## src/rtl/multi_sphere_renderer.sv

```systemverilog
// Multi-ball bouncing renderer: a shared motion FSM steps every ball once per top+2 cycles,
// and a 2-stage shading pipeline max-blends per-ball glow levels into a 4-bit intensity.
module multi_sphere_renderer #(
    parameter int          NBALLS    = 4,
    parameter int          COORD_W   = 7,
    parameter int          H_MAX     = 80,
    parameter int          V_MAX     = 60,
    parameter int          MARGIN    = 10,
    parameter int          RADIUS_SQ = 32,
    parameter int          GLOW      = 128,
    parameter int          SPD_W     = 21,
    parameter logic [15:0] START_DIR = 16'h00A5
) (
    input  logic                        clk,
    input  logic                        reset,
    input  logic [COORD_W-1:0]          pix_h,
    input  logic [COORD_W-1:0]          pix_v,
    input  logic                        pix_valid,
    input  logic [SPD_W-1:0]            top,
    input  logic [NBALLS-1:0]           ball_en,
    output logic [3:0]                  color,
    output logic                        color_valid,
    output logic [NBALLS*COORD_W-1:0]   ball_h,
    output logic [NBALLS*COORD_W-1:0]   ball_v
);

    localparam int D2_W = 2 * COORD_W + 1;
    localparam logic [COORD_W-1:0] LO_C   = COORD_W'(MARGIN);
    localparam logic [COORD_W-1:0] H_HI_C = COORD_W'(H_MAX - MARGIN);
    localparam logic [COORD_W-1:0] V_HI_C = COORD_W'(V_MAX - MARGIN);
    localparam logic [D2_W-1:0]    CORE_C = D2_W'(RADIUS_SQ + 16);
    localparam logic [D2_W-1:0]    GLOW_C = D2_W'(RADIUS_SQ + GLOW);

    typedef enum logic {COUNT, MOVE} phase_t;

    phase_t           phase_q, phase_d;
    logic [SPD_W-1:0] spd_cnt_q, spd_cnt_d;
    logic             do_move;
    logic             bounce_chk;
    logic [3:0]       lvl [NBALLS];
    logic [3:0]       max_lvl;
    logic [3:0]       color_q;
    logic             valid1_q, valid2_q;

    // A top lowered below the running count forces an immediate step.
    always_comb begin
        phase_d    = phase_q;
        spd_cnt_d  = spd_cnt_q;
        do_move    = 1'b0;
        bounce_chk = 1'b0;
        if (phase_q == MOVE || spd_cnt_q > top) begin
            do_move   = 1'b1;
            spd_cnt_d = '0;
            phase_d   = COUNT;
        end else begin
            spd_cnt_d = spd_cnt_q + SPD_W'(1);
            if (spd_cnt_q == top) begin
                bounce_chk = 1'b1;
                phase_d    = MOVE;
            end
        end
    end

    always_ff @(posedge clk or posedge reset) begin
        if (reset) begin
            phase_q   <= COUNT;
            spd_cnt_q <= '0;
        end else begin
            phase_q   <= phase_d;
            spd_cnt_q <= spd_cnt_d;
        end
    end

    function automatic logic [3:0] level_of(input logic [D2_W-1:0] d2);
        logic [D2_W-1:0] ramp;
        ramp = (d2 - CORE_C) >> 3;
        if (d2 < CORE_C)
            level_of = 4'd15;
        else if (d2 < GLOW_C && ramp < D2_W'(16))
            level_of = 4'd15 - ramp[3:0];
        else
            level_of = 4'd0;
    endfunction

    for (genvar gi = 0; gi < NBALLS; gi++) begin : g_ball
        logic [COORD_W-1:0]    h_q, h_d, v_q, v_d;
        logic                  dir_h_q, dir_h_d, dir_v_q, dir_v_d;
        logic signed [D2_W-1:0] dh, dv;
        logic [D2_W-1:0]       d2_d, d2_q;

        always_comb begin
            h_d     = h_q;
            v_d     = v_q;
            dir_h_d = dir_h_q;
            dir_v_d = dir_v_q;
            if (do_move) begin
                h_d = dir_h_q ? h_q + COORD_W'(1) : h_q - COORD_W'(1);
                v_d = dir_v_q ? v_q + COORD_W'(1) : v_q - COORD_W'(1);
            end
            if (bounce_chk) begin
                if (h_q < LO_C)   dir_h_d = 1'b1;
                if (h_q > H_HI_C) dir_h_d = 1'b0;
                if (v_q < LO_C)   dir_v_d = 1'b1;
                if (v_q > V_HI_C) dir_v_d = 1'b0;
            end
        end

        // Differences are formed at full square width so the products cannot overflow.
        assign dh   = $signed({{(COORD_W+1){1'b0}}, pix_h}) - $signed({{(COORD_W+1){1'b0}}, h_q});
        assign dv   = $signed({{(COORD_W+1){1'b0}}, pix_v}) - $signed({{(COORD_W+1){1'b0}}, v_q});
        assign d2_d = $unsigned(dh * dh) + $unsigned(dv * dv);

        always_ff @(posedge clk or posedge reset) begin
            if (reset) begin
                h_q     <= COORD_W'(16 + 12 * gi);
                v_q     <= COORD_W'(32);
                dir_h_q <= START_DIR[2*gi+1];
                dir_v_q <= START_DIR[2*gi];
                d2_q    <= '0;
            end else begin
                h_q     <= h_d;
                v_q     <= v_d;
                dir_h_q <= dir_h_d;
                dir_v_q <= dir_v_d;
                d2_q    <= d2_d;
            end
        end

        assign lvl[gi] = ball_en[gi] ? level_of(d2_q) : 4'd0;
        assign ball_h[gi*COORD_W +: COORD_W] = h_q;
        assign ball_v[gi*COORD_W +: COORD_W] = v_q;
    end

    always_comb begin
        max_lvl = '0;
        for (int i = 0; i < NBALLS; i++) begin
            if (lvl[i] > max_lvl) max_lvl = lvl[i];
        end
    end

    always_ff @(posedge clk or posedge reset) begin
        if (reset) begin
            color_q  <= '0;
            valid1_q <= 1'b0;
            valid2_q <= 1'b0;
        end else begin
            color_q  <= max_lvl;
            valid1_q <= pix_valid;
            valid2_q <= valid1_q;
        end
    end

    assign color       = color_q;
    assign color_valid = valid2_q;

endmodule

```

## config.mk

```make
export PLATFORM = sky130hd
export DESIGN_NAME = multi_sphere_renderer
export DESIGN_NICKNAME = d
export VERILOG_FILES = /design/src/rtl/multi_sphere_renderer.sv
export SDC_FILE = /design/constraint.sdc
export NUM_CORES = 2
export LEC_CHECK = 0
export ABC_AREA = 1
export BUFFER_PORTS_ARGS = -buffer_cell sky130_fd_sc_hd__buf_2
export CORE_ASPECT_RATIO = 0.5
export CORE_MARGIN = 3
export CORE_UTILIZATION = 45
export DETAILED_ROUTE_END_ITERATION = 7
export GPL_ROUTABILITY_DRIVEN = 0
export GPL_TIMING_DRIVEN = 1
export HOLD_SLACK_MARGIN = 0.05
export PLACE_DENSITY_LB_ADDON = 0.05
export SETUP_SLACK_MARGIN = 0.3
export SLEW_MARGIN = 20
export SYNTH_ARGS = -nofsm -noshare
export SYNTH_HDL_FRONTEND = slang
export SYNTH_SLANG_ARGS = --single-unit
```

## constraint.sdc

```tcl
create_clock -name clk -period 8.31 [get_ports clk]
set_clock_uncertainty 0.2 [all_clocks]
set_input_delay 1.662 -clock clk [delete_from_list [all_inputs] [get_ports clk]]
set_output_delay 1.662 -clock clk [all_outputs]
set_load 0.005 [all_outputs]
```

==> qor.yml <==
status: "completed"
core_area_sq_mm: 0.05826
hpwl_microns: 55780
drc: 0
final_max_slew_viol_count: 0
initial_core_util_pct: 46.25
numPortBuffers: 102
tritoncts: "yes"
critPathCaptureType: "register"
worstPathMaxFanout: 5
fmax_mhz: 128.9
worstPathArrival_ps: 7950
min_to: "color_valid"
drive_gt1_share_pct: 11.59
cts.sinks: 140
drtIter0Drc: 1084
rsz0062_at_grt: "true"
synth_warnings: 0
rows: 62
netlist_area_sq_mm: 0.02695
dieArea_sq_mm: 0.06303
layout_common_cells: "842 x inv_1, 468 x nand2_1, 441 x fa_1, 330 x nor2_1, 291 x ha_1"
syn_avg_cell_area_sq_um: 8.274
num_vias: 20617
root_buffer: "clkbuf_16"
synth-edff-count: 0
layout_commonest_cell: "inv_1"
track_usage_pct: 21.26
cpMostUsedCell: "fa_1"
period_needed_ps: 7760
multi_input_area_sq_mm: 0.02028
fill_cells: 5629
clockBufferDepth: 2
ctsHtreeMaxLevel: 4
min_path_type: "reg2reg"
cts-hold-fix-buffers: 0
synth_area_leaders: "fa_1 33%, ha_1 14%, inv_1 12%, dfrtp_1 11%, nand2_1 6.5%"
reg2reg_slack_ps: 1450
worstPathRequired_ps: 8500
synth_cell_types: 55
hold_path_startpoint: "valid1_q"
post_dp_cell_area_sq_mm: 0.02944
fin_nets: 4283
via_per_inst: 4.781
worstRegToRegCells: 29
syn2layout_area_growth_pct: 12.44
grt_pass1_vias: 20332
critPathSlowestCell: "fa_1"
cp-start-kind: "primary input"
timing.rr.end: "g_ball[1].d2_q[14]"
period_share_pct: 93.39
hold_depth: 0
cts_made_buffers: 17
antenna_found_initial: 2
die_h_microns: 179.0
synth-async-reset-ratio_pct: 100.0
ios: 103
finalSetupTns_ps: 0
r2r_start: "g_ball[1].h_q[2]"
hold_ws_ps: 149.8
ff_latch_area_sq_mm: 0.003525
grt_pass1_wl_microns: 105400
relSlewSlack_pct: 33.09
max_cap_violations: 0
wl_microns: 64440
hold_viol_final: 0
synth_top_area_share_pct: 32.91
stdcell_area_sq_mm: 0.03030
postSynthRegisterBits: 140
path_clk_slew_ps: 70
worst_pin_slew_ps: 1004
yosysTopAreaCell: "fa_1"
cp_slowest_stage_delay_ps: 570
fp.dieW_microns: 352.1
syn-num-nets: 4042
antenna_left: 0
gr-total-overflow: 0
pre_cts_ws_ps: -38.79
grt_start_max_net_pins: 83
worstSetupPathType: "in2reg"
synth_flop_cell: "dfrtp_1"
drt-wirelength-per-cell_microns: 14.94
dr.pass1.iters: 6
syn_inst: 3257
setup_violations: 0
synth_seq_area_share_pct: 13.08
clk_latency_ps: 480
layout_setup_ws_ps: 549.7
## cell usage after synthesis, types with 5 or more instances
cell type and number:
a21o_1 7, a21oi_1 118, a31oi_1 12, buf_6 5
clkbuf_1 18, dfrtp_1 123, dfstp_2 17, fa_1 443
ha_1 300, inv_1 846, inv_2 8, nand2_1 468
nand2_2 6, nand3_1 117, nand3b_1 5, nand4_1 14
nor2_1 347, nor3_1 16, nor3_2 9, o2111ai_1 5
o211ai_1 5, o21ai_0 102, o21ai_1 22, or2_2 14
xnor2_1 44, xor2_1 122
## through the flow
stage,std cells,utilization [%]
finish,4312,52.01
global placement,4278,50.53
detailed placement,4278,50.53
CTS,4310,51.54
floorplan,3257,-
global route,4311,52.01
## how the worst max path moves through the flow
| stage | from | endpoint | cells after the start |
|---|---|---|---|
| 5_1_grt | pix_v[0] | g_ball[1].d2_q[14] | 29 |
| 4_1_cts | pix_v[0] | g_ball[2].d2_q[12] | 30 |
| 3_3_place_gp | pix_v[0] | g_ball[0].d2_q[14] | 33 |
| 3_5_place_dp | pix_v[0] | g_ball[2].d2_q[12] | 30 |
| 6_report | pix_h[0] | g_ball[1].d2_q[11] | 29 |
| 2_1_floorplan | pix_v[2] | g_ball[0].d2_q[14] | 27 |
## layout make-up
| class | instances | share of cell area [%] |
|---|---|---|
| Tap cell | 800 | 3.303 |
| Timing Repair Buffer | 255 | 5.583 |
| Sequential cell | 140 | 11.63 |
| Clock buffer | 18 | 1.449 |
| Inverter | 856 | 10.62 |
| Multi-Input combinational cell | 2228 | 66.92 |
| Clock inverter | 14 | 0.4831 |
| Antenna cell | 1 | 0.008259 |
## flip-flops by register name, indices dropped and copies added, names as in the netlist, 4 cells and up
signal and count:
g_ball.dir_h_q 4, spd_cnt_q 21, g_ball.h_q 28, g_ball.d2_q 48, g_ball.v_q 28, g_ball.dir_v_q 4
color 4
## cells by family after synthesis
kind of cell / synth area share, %
flip-flops: 13.08
AND/OR/NAND/NOR: 15.63
XOR/XNOR: 5.576
buffers and inverters: 12.64
adder cells (fa/ha/maj): 46.84
AO/OA/AOI/OAI: 6.227
## critical path, delay by kind of cell
kind / cells / cell delay (ps)
AO/OA/AOI/OAI: 6 / 990
XOR/XNOR: 2 / 450
adder cells (fa/ha/maj): 9 / 3780
buffers and inverters: 9 / 690
AND/OR/NAND/NOR: 3 / 360
## what timing repair did
item	CTS	global route
buffers inserted	0	1
endpoints found under the setup margin	0	20
gates resized for setup	0	61
## routing by layer
metal	track usage (%)	wire (microns)
met5	0	0
met4	4.222	781
met3	2.531	2055
met2	35.44	30460
met1	30.15	31150
Power is not shown: default switching activity piles up to over one toggle a cycle in this logic, so the estimate is an artifact.
